**src/rtl/rm_pkg.sv**
```systemverilog
// Shared types and helpers for the runtime-monitor violation logger.
//   rm_viol_rec_t         : one queued violation record {lane, rule, ts}
//   RM_LANE_W / RM_RULE_W : record field widths
//   rm_flat_to_lane_rule(): flat verdict index + timestamp -> record
package rm_pkg;

  localparam int unsigned RM_NUM_LANES = 2;
  localparam int unsigned RM_NUM_RULES = 10;
  localparam int unsigned RM_TS_W      = 32;

  localparam int unsigned RM_LANE_W = (RM_NUM_LANES > 1) ? $clog2(RM_NUM_LANES) : 1;
  localparam int unsigned RM_RULE_W = $clog2(RM_NUM_RULES);
  localparam int unsigned RM_FLAT_N = RM_NUM_LANES * RM_NUM_RULES;
  localparam int unsigned RM_FLAT_W = $clog2(RM_FLAT_N);

  typedef struct packed {
    logic [RM_LANE_W-1:0] lane;
    logic [RM_RULE_W-1:0] rule;
    logic [RM_TS_W-1:0]   ts;
  } rm_viol_rec_t;

  // Flat index f = lane * RM_NUM_RULES + rule.
  function automatic rm_viol_rec_t rm_flat_to_lane_rule(input logic [RM_FLAT_W-1:0] f,
                                                        input logic [RM_TS_W-1:0]   ts);
    rm_viol_rec_t rec;
    rec.lane = RM_LANE_W'(32'(f) / RM_NUM_RULES);
    rec.rule = RM_RULE_W'(32'(f) % RM_NUM_RULES);
    rec.ts   = ts;
    return rec;
  endfunction

endpackage

```
**src/rtl/rm_event_fifo.sv**
```systemverilog
// Show-ahead FIFO for event records.
//   clk_i/reset_i : clock, synchronous active-high reset
//   flush_i       : empty the FIFO; no push or pop takes effect that cycle
//   push_i/data_i : write request (dropped when full unless popping the same cycle)
//   pop_i         : consume the head (ignored when empty)
//   data_o        : head entry, zero while empty; valid_o = not empty
//   count_o/full_o/empty_o : occupancy
module rm_event_fifo #(
  parameter type         T     = logic,
  parameter int unsigned Depth = 8
) (
  input  logic                       clk_i,
  input  logic                       reset_i,
  input  logic                       flush_i,
  input  logic                       push_i,
  input  T                           data_i,
  input  logic                       pop_i,
  output T                           data_o,
  output logic                       valid_o,
  output logic [$clog2(Depth+1)-1:0] count_o,
  output logic                       full_o,
  output logic                       empty_o
);

  localparam int unsigned PtrW = $clog2(Depth);
  localparam int unsigned CntW = $clog2(Depth + 1);

  T                mem_q [Depth];
  logic [PtrW-1:0] wr_q, rd_q;
  logic [CntW-1:0] cnt_q;
  logic            push_en, pop_en;

  assign empty_o = (cnt_q == '0);
  assign full_o  = (cnt_q == CntW'(Depth));
  assign count_o = cnt_q;
  assign valid_o = ~empty_o;

  assign pop_en  = pop_i & ~empty_o & ~flush_i;
  // A full FIFO can still accept a push when the head leaves in the same cycle.
  assign push_en = push_i & (~full_o | pop_en) & ~flush_i;

  always_ff @(posedge clk_i) begin
    if (reset_i || flush_i) begin
      wr_q  <= '0;
      rd_q  <= '0;
      cnt_q <= '0;
    end else begin
      if (push_en) wr_q <= wr_q + 1'b1;
      if (pop_en)  rd_q <= rd_q + 1'b1;
      case ({push_en, pop_en})
        2'b10:   cnt_q <= cnt_q + 1'b1;
        2'b01:   cnt_q <= cnt_q - 1'b1;
        default: cnt_q <= cnt_q;
      endcase
    end
  end

  always_ff @(posedge clk_i) begin
    if (push_en) mem_q[wr_q] <= data_i;
  end

  always_comb begin
    data_o = T'('0);
    if (!empty_o) data_o = mem_q[rd_q];
  end

endmodule

```
**src/rtl/rm_violation_logger.sv**
```systemverilog
// Violation logger behind the runtime-monitor lanes.
// Detects 0->1 edges on lane verdicts, holds them as pending bits, grants the lowest flat
// index into a timestamped record FIFO one per cycle, and counts edges lost on bits
// that were already pending.
//   clk_i, reset_i        : clock, synchronous active-high reset
//   enable_i              : capture new violations
//   clear_i               : flush FIFO, pending bits and overflow count
//   monitor_i             : lane verdict levels, 1 = violated
//   rec_valid_o/rec_ready_i : record handshake; rec_lane_o/rec_rule_o/rec_ts_o = head
//   irq_o                 : registered FIFO-non-empty
//   pending_o             : violations seen but not yet queued, flat order
//   overflow_o            : saturating lost-event count
// Record field widths come from rm_pkg; keep NUM_LANES/NUM_RULES/TS_WIDTH consistent with it.
module rm_violation_logger
  import rm_pkg::*;
#(
  parameter int unsigned NUM_LANES  = RM_NUM_LANES,
  parameter int unsigned NUM_RULES  = RM_NUM_RULES,
  parameter int unsigned FIFO_DEPTH = 8,
  parameter int unsigned TS_WIDTH   = RM_TS_W
) (
  input  logic                                 clk_i,
  input  logic                                 reset_i,
  input  logic                                 enable_i,
  input  logic                                 clear_i,
  input  logic [NUM_LANES-1:0][NUM_RULES-1:0]  monitor_i,
  output logic                                 rec_valid_o,
  input  logic                                 rec_ready_i,
  output logic [RM_LANE_W-1:0]                 rec_lane_o,
  output logic [RM_RULE_W-1:0]                 rec_rule_o,
  output logic [TS_WIDTH-1:0]                  rec_ts_o,
  output logic                                 irq_o,
  output logic [NUM_LANES*NUM_RULES-1:0]       pending_o,
  output logic [15:0]                          overflow_o
);

  localparam int unsigned FlatN = NUM_LANES * NUM_RULES;
  localparam int unsigned LostW = $clog2(FlatN + 1);
  localparam int unsigned CntW  = $clog2(FIFO_DEPTH + 1);

  logic [FlatN-1:0]     mon_flat, prev_q, pending_q, pending_d;
  logic [FlatN-1:0]     new_edge, lowest, grant, lost;
  logic [RM_FLAT_W-1:0] grant_idx;
  logic                 any_pending, push_ok, push_en, pop_en;
  logic [LostW-1:0]     lost_cnt;
  logic [16:0]          ovf_sum;
  logic [15:0]          overflow_q, overflow_d;
  logic [TS_WIDTH-1:0]  ts_q;
  logic                 irq_q;
  logic                 fifo_full, fifo_empty;
  logic [CntW-1:0]      fifo_cnt;
  rm_viol_rec_t         push_rec, head_rec;

  // Packed [lane][rule] flattens to bit lane*NUM_RULES + rule.
  assign mon_flat = monitor_i;
  assign new_edge = mon_flat & ~prev_q & {FlatN{enable_i}};

  // Isolate the lowest pending bit; the loop only encodes its index.
  assign lowest      = pending_q & (~pending_q + 1'b1);
  assign any_pending = |pending_q;

  always_comb begin
    grant_idx = '0;
    for (int i = int'(FlatN) - 1; i >= 0; i--) begin
      if (pending_q[i]) grant_idx = RM_FLAT_W'(i);
    end
  end

  assign push_ok = ~fifo_full | (rec_valid_o & rec_ready_i);
  assign push_en = any_pending & push_ok & ~clear_i;
  assign pop_en  = rec_valid_o & rec_ready_i & ~clear_i;
  assign grant   = push_en ? lowest : '0;
  assign lost    = new_edge & pending_q & ~grant;

  assign push_rec = rm_flat_to_lane_rule(grant_idx, RM_TS_W'(ts_q));

  always_comb begin
    lost_cnt = '0;
    for (int i = 0; i < int'(FlatN); i++) begin
      lost_cnt = lost_cnt + LostW'(lost[i]);
    end
  end

  always_comb begin
    ovf_sum    = {1'b0, overflow_q} + 17'(lost_cnt);
    overflow_d = ovf_sum[16] ? 16'hFFFF : ovf_sum[15:0];
    // A fresh edge on the granted bit keeps it pending for a later record.
    pending_d  = (pending_q & ~grant) | new_edge;
    if (clear_i) begin
      overflow_d = '0;
      pending_d  = '0;
    end
  end

  always_ff @(posedge clk_i) begin
    if (reset_i) begin
      prev_q     <= '0;
      pending_q  <= '0;
      overflow_q <= '0;
      ts_q       <= '0;
      irq_q      <= 1'b0;
    end else begin
      // prev tracks the verdicts even when disabled or clearing, so held levels never re-fire.
      prev_q     <= mon_flat;
      pending_q  <= pending_d;
      overflow_q <= overflow_d;
      ts_q       <= ts_q + 1'b1;
      irq_q      <= (fifo_cnt != '0);
    end
  end

  rm_event_fifo #(
    .T     (rm_viol_rec_t),
    .Depth (FIFO_DEPTH)
  ) u_fifo (
    .clk_i   (clk_i),
    .reset_i (reset_i),
    .flush_i (clear_i),
    .push_i  (push_en),
    .data_i  (push_rec),
    .pop_i   (pop_en),
    .data_o  (head_rec),
    .valid_o (rec_valid_o),
    .count_o (fifo_cnt),
    .full_o  (fifo_full),
    .empty_o (fifo_empty)
  );

  assign rec_lane_o = fifo_empty ? '0 : head_rec.lane;
  assign rec_rule_o = head_rec.rule;
  assign rec_ts_o   = TS_WIDTH'(head_rec.ts);
  assign irq_o      = irq_q;
  assign pending_o  = pending_q;
  assign overflow_o = overflow_q;

endmodule
```
**config.mk**
```make
export PLATFORM = sky130hd
export DESIGN_NAME = rm_violation_logger
export DESIGN_NICKNAME = d
export VERILOG_FILES = /design/src/rtl/rm_pkg.sv /design/src/rtl/rm_event_fifo.sv /design/src/rtl/rm_violation_logger.sv
export SDC_FILE = /design/constraint.sdc
export NUM_CORES = 1
export LEC_CHECK = 0
export BUFFER_PORTS_ARGS = -buffer_cell sky130_fd_sc_hd__buf_2
export CAP_MARGIN = 5
export CORE_ASPECT_RATIO = 0.75
export CORE_MARGIN = 10
export CORE_UTILIZATION = 40
export CTS_BUF_LIST = sky130_fd_sc_hd__clkbuf_4 sky130_fd_sc_hd__clkbuf_8
export CTS_CLUSTER_SIZE = 28
export DETAILED_ROUTE_END_ITERATION = 8
export MAX_ROUTING_LAYER = met4
export PLACE_DENSITY_LB_ADDON = 0.05
export SYNTH_ARGS = -nofsm -noshare
export SYNTH_HDL_FRONTEND = slang
export SYNTH_SLANG_ARGS = --single-unit
```
**constraint.sdc**
```tcl
create_clock -name clk_i -period 11.6 [get_ports clk_i]
set_clock_uncertainty 0.2 [all_clocks]
set_input_delay 1.16 -clock clk_i [delete_from_list [all_inputs] [get_ports clk_i]]
set_output_delay 1.16 -clock clk_i [all_outputs]
set_load 0.02 [all_outputs]
```
# Word-level counts from Yosys, hierarchy flattened
# Memories as Yosys holds them, arrays and structs flattened. A register that Yosys moved wholly into a read port is not among the register bits.
# Index checks and enable logic that the tools add are counted.
# word_totals
register_bits	99
latchBits	0
mem_bits_rw	296
romBits	0
in_bits	25
out_inout_bits	75
elab_cells	98
memories	1
# mem_list
memory	words	width	read_ports	rd_ports_with_merged_regs	wr	line	source
u_fifo.mem_q	8	37	1	1	1	rm_event_fifo.sv:28	T mem_q [Depth];
# op_classes
addsub	26
mul	0
div_mod_pow	2
n_lt_le_gt_ge	0
eq_ne	3
shifts	0
muxes	29
n_bitwise	23
reduce_logical	6
# ops
cell	count
20-bit bitwise AND	6
5-bit two-way mux	20
5-bit by 1-bit adder with 5-bit output	15
20-bit inverter	3
37-bit two-way mux	1
32-bit by 1-bit adder with 32-bit output (second input constant)	1
5-bit by 4-bit divider with 32-bit output (second input constant)	1
5-bit by 4-bit modulo with 32-bit output (second input constant)	1
20-bit by 1-bit adder with 20-bit output (second input constant)	1
20-bit two-way mux	1
20-bit OR	1
20-bit OR reduction	1
16-bit by 5-bit adder with 17-bit output	1
16-bit two-way mux	1
1-bit bitwise AND	8
4-bit one-hot mux with 2 select lines	1
3-bit by 1-bit adder with 3-bit output (second input constant)	2
3-bit two-way mux	2
4-bit by 1-bit adder with 5-bit output	1
3-bit by 1-bit adder with 4-bit output	1
4-bit by 1-bit adder with 4-bit output (second input constant)	1
4-bit == test (second input constant)	1
4-bit zero test	1
4-bit nonzero test	1
11 further kinds	16

# Logic depth before layout (Yosys ltp)
# logic_depth
depth_word	30
depth_mapped	24

# Modules after synthesis
# From an unflattened synthesis, not the netlist that was laid out.
# unflattened
hier_cells	1077
area_unflattened_um2	16462.0
# modules_own_cells
module	n_inst	cells_each	area_each_um2
rm_event_fifo	1	550	11920.2
rm_violation_logger	1	527	4541.9

# Worst setup path after synthesis
# No wires, ideal clock.
# synth_timing
kind	input -> register
start	input port rec_ready_i
end	register overflow_q[10], in the netlist overflow_o[10]
arrival_time_ns	6.937
required_time_ns	11.267
setup_slack_ns	4.330
path_stages	21
path_cell_list	inv_1 -> a31o_2 -> clkbuf_1 -> o41ai_1 -> nor2_1 -> fa_1 -> inv_1 -> fa_1 -> fa_1 -> fa_1 -> fa_1 -> inv_1 -> fa_1 -> fa_1 -> a21o_1 -> a21o_1 -> a211oi_1 -> nor4_1 -> nand2b_1 -> clkbuf_1 -> a21oi_1
# synth_via
elab_chain_len	28
# synth_rtl
element	line	source
start: declaration	rm_violation_logger.sv:28	input logic rec_ready_i,
1-bit bitwise AND (*)	rm_violation_logger.sv:69	assign push_ok = ~fifo_full | (rec_valid_o & rec_ready_i);
1-bit OR (*)	rm_violation_logger.sv:69	
1-bit bitwise AND (*) (2 in series)	rm_violation_logger.sv:70	assign push_en = any_pending & push_ok & ~clear_i;
20-bit two-way mux (*)	rm_violation_logger.sv:72	assign grant = push_en ? lowest : '0;
20-bit inverter (*)	rm_violation_logger.sv:73	assign lost = new_edge & pending_q & ~grant;
20-bit bitwise AND (*)	rm_violation_logger.sv:73	
1-bit by 1-bit adder with 2-bit output	rm_violation_logger.sv:80	lost_cnt = lost_cnt + LostW'(lost[i]);
2-bit by 1-bit adder with 3-bit output	rm_violation_logger.sv:80	
3-bit by 1-bit adder with 4-bit output	rm_violation_logger.sv:80	
4-bit by 1-bit adder with 5-bit output	rm_violation_logger.sv:80	
5-bit by 1-bit adder with 5-bit output (14 in series)	rm_violation_logger.sv:80	
5-bit by 1-bit adder with 5-bit output (*)	rm_violation_logger.sv:80	
16-bit by 5-bit adder with 17-bit output (*)	rm_violation_logger.sv:85	ovf_sum = {1'b0, overflow_q} + 17'(lost_cnt);
16-bit two-way mux (*)	rm_violation_logger.sv:86	overflow_d = ovf_sum[16] ? 16'hFFFF : ovf_sum[15:0];
end signal: assignment	rm_violation_logger.sv:106	overflow_q <= overflow_d;
end: declaration	rm_violation_logger.sv:47	logic [15:0] overflow_q, overflow_d;
# Every way passes the cells marked *; elsewhere a longest branch is shown, timed or not.
# A chain may end at the register's enable or synchronous reset.

# Worst setup path after layout
# layout_timing
start	register pending_q[6], in the netlist pending_o[6]
end	register overflow_q[11], in the netlist overflow_o[11]
# layout_via
elab_chain_len	27
word_cells_on_any_way	31
classes_between	21 x add/sub; 2 x mux; 7 x bitwise; 1 x reduce/logical
# layout_rtl
element	line	source
start: declaration	rm_violation_logger.sv:41	logic [FlatN-1:0] mon_flat, prev_q, pending_q, pending_d;
start signal: assignment	rm_violation_logger.sv:105	pending_q <= pending_d;
20-bit OR reduction	rm_violation_logger.sv:60	assign any_pending = |pending_q;
1-bit bitwise AND (2 in series)	rm_violation_logger.sv:70	
20-bit two-way mux	rm_violation_logger.sv:72	
20-bit inverter	rm_violation_logger.sv:73	
20-bit bitwise AND (*)	rm_violation_logger.sv:73	
1-bit by 1-bit adder with 2-bit output	rm_violation_logger.sv:80	
2-bit by 1-bit adder with 3-bit output	rm_violation_logger.sv:80	
3-bit by 1-bit adder with 4-bit output	rm_violation_logger.sv:80	
4-bit by 1-bit adder with 5-bit output	rm_violation_logger.sv:80	
5-bit by 1-bit adder with 5-bit output (14 in series)	rm_violation_logger.sv:80	
5-bit by 1-bit adder with 5-bit output (*)	rm_violation_logger.sv:80	
16-bit by 5-bit adder with 17-bit output (*)	rm_violation_logger.sv:85	
16-bit two-way mux (*)	rm_violation_logger.sv:86	
# Marked as above.

==> impl_metrics.tcl <==
set metrics [dict create \
    dp_hpwl_um 21800 \
    fmax_ghz 0.129 \
    dieArea_um2 49400 \
    worst_pin_slew_ns 1.01 \
    multi_input_area_um2 5150 \
    ctsHoldBuffers 0 \
    whs_ns 0.287 \
    synth_seq_cells 398 \
    grt_pass1_wl_um 58400 \
    cts_buffers 66 \
    start_kind "flop" \
    critPathMaxFanout 13 \
    cts.htree.levels 3 \
    drc_errors 0 \
    critical-path-max-stage-delay_ns 0.64 \
    place_congestion 0.840 \
    crit_path_end_kind "flop" \
    die_w_um 253 \
    synthesis.nets 1112 \
    ys_top_cells_by_count "edfxtp_1 (296), nor2_1 (114), dfxtp_1 (102)" \
    routed_wl_um 37500 \
    viasPerCell 5.20 \
    ys.flop_type "edfxtp_1" \
    wl_met3_um 1780 \
    overflow 0 \
    synth_edf_count 296 \
    synthDistinctLibCells 54 \
    layout-drive-gt1-share 0.267 \
    maxCapViolations 0 \
    wirelength_met1_um 18200 \
    required_ns 11.83 \
    crit_chain "nor4_1 > nand2_1 > or3_1 > o31ai_1 > or2_2 > fa_1 > inv_1 > fa_1 > inv_1 > fa_1 > fa_1 > fa_1 > inv_1 > fa_1 > fa_1 > a21o_1 > a21o_1 > a211oi_1 > nor4_1 > nand2b_1 > a21oi_1" \
    pin_count 100 \
    die_h_um 195 \
    postCtsSetupBuffers 0 \
    maxSlewViolCount 0 \
    powerDensity_nw_per_um2 157 \
    ys_seq_area_frac 0.670 \
    leakage_nw 6.58 \
    hold_viol_final 0 \
    outcome "finished, final reports clean" \
    n_fill_cell 3537 \
    crit_arrival_ns 7.99 \
    synth.largest_area_cell "edfxtp_1" \
    yosys_warnings 0 \
    period_minus_slack_ns 7.76 \
    grt_pass1_vias 9586 \
    tns_ns 0 \
    finish.instance_area_um2 18800 \
    min_path_type "reg -> reg" \
    relSlewSlack 0.318 \
    dpl_cell_area_um2 17500 \
    area_delta_synth_final_pct 15.1 \
    wl_met2_um 16900 \
    diodes 0 \
    ant_nets 0 \
    nets 1251 \
    synthMostInstantiatedCell "edfxtp_1" \
    slowest_stage "a211oi_1" \
    dr.max_layer_used "met4" \
    synth_area_um2 16300 \
    ff_latch_area_um2 10900 \
    core_area_um2 39900 \
    antenna_found_initial 0 \
    clock_latency_ns 0.60 \
    ir_drop_v 0.0000647 \
    clk_path_buf_depth 3 \
    vias 9148 \
    crit_type "reg -> reg" \
    rsz0062_at_grt "no" \
    grt_use_total 0.159 \
    dr.pass1.iters 5 \
    rows 63 \
    cts-root-buf "clkbuf_8" \
    clk_pin_slew_ns 0.06 \
    setup_viol_count_final 0 \
    yosysTopAreaCellShare 0.545 \
    post_cts_resized 0 \
    crit_top_cell "fa_1" \
    ys_top_cells_by_area "edfxtp_1 (54%), dfxtp_1 (13%), mux4_2 (10%)" \
    cts.sinks 398 \
    syn_inst 1051 \
    async_flop_share 0 \
    wl_per_cell_um 21.3 \
    io_buffers 99 \
    grt_max_degree 61 \
    cts_tree "yes" \
    first_iter_violations 442 \
    syn_area_per_cell_um2 15.5 \
    start_util 0.409 \
    period_share 0.669 \
]
==> worst max-delay path, delay by kind of cell, from the launching register on <==
kind / cells / cell delay (ns)
AO/OA/AOI/OAI: 5 / 1.47
adder cells (fa/ha/maj): 7 / 3.25
buffers and inverters: 3 / 0.25
flip-flops: 1 / 0.40
AND/OR/NAND/NOR: 6 / 2.01
==> kinds of logic after synthesis <==
kind of cell | synth area share
AOI/OAI and AO/OA | 0.0371
adders and majority gates | 0.0350
and+or+nand+nor | 0.0882
buffers and inverters | 0.0185
muxes | 0.127
DFF | 0.670
xor gates and xnor gates | 0.0242
==> flip-flops by register name (all words and copies together) (netlist names), named ones only <==
name / count
irq_o: 1
ts_q: 32
prev_q: 20
overflow_o: 16
pending_o: 20
u_fifo.rd_q: 3
u_fifo.mem_q: 296
u_fifo.wr_q: 3
u_fifo.count_o: 4
==> final cells by class <==
class | count | share of cell area
Clock inverter | 17 | 0.00407
Timing Repair Buffer | 116 | 0.0332
Sequential cell | 398 | 0.583
Clock buffer | 101 | 0.0650
Multi-Input combinational cell | 577 | 0.274
Tap cell | 520 | 0.0347
Inverter | 31 | 0.00620
==> metal layers <==
layer | GRT usage | up-vias
li1 | - | 4258
met1 | 0.222 | 4657
met2 | 0.230 | 180
met3 | 0.0361 | 53
met4 | 0.0408 | 0
met5 | - | -
==> cells in the final DEF (no fill, tap or decap), drive strengths merged, types with 9 or more instances in the layout <==
cell    Yosys  layout
nand3      19      19
xnor2      15      15
xor2       30      30
mux4       74      74
inv        31      31
o21ai      14      14
nor4       10      10
nor3       11      11
or2        12      12
a21oi      51      51
ha         20      20
nor2      114     114
dfxtp     102     102
edfxtp    296     296
clkbuf     31     101
nor2b      25      25
nand4       9       9
clkinv      0      16
fa         16      16
buf        14     116
nand2      32      32
nand3b     19      19
mux2i      41      41
==> where the power goes <==
group	switching [W]	leakage, nW	internal, W
registers	0.0000153	3.59	0.00155
clock network	0.000546	0.698	0.000670
logic	0.000107	2.29	0.0000656
total	0.000668	6.58	0.00229
==> path summary, 6_finish.rpt <==
check	startpoint	endpoint	slack [ns]	depth (start not counted)
max	pending_o[6]	overflow_o[11]	3.84	21
min	u_fifo.wr_q[0]	u_fifo.wr_q[0]	0.29	2
max reg2reg	pending_o[6]	overflow_o[11]	3.84	21
min reg2reg	u_fifo.wr_q[0]	u_fifo.wr_q[0]	0.29	2
==> per-stage QoR <==
step                      std cells   util  total power (W)  setup slack, ns
after floorplan                1051      -          0.00171             4.33
after global placement         1642  0.438          0.00177             3.43
after detailed placement       1642  0.438          0.00177             3.36
after CTS                      1760  0.471          0.00300             3.86
after global routing           1760  0.471          0.00309             3.40
final                          1760  0.471          0.00296             3.84
(Power assumes the default switching activity.)
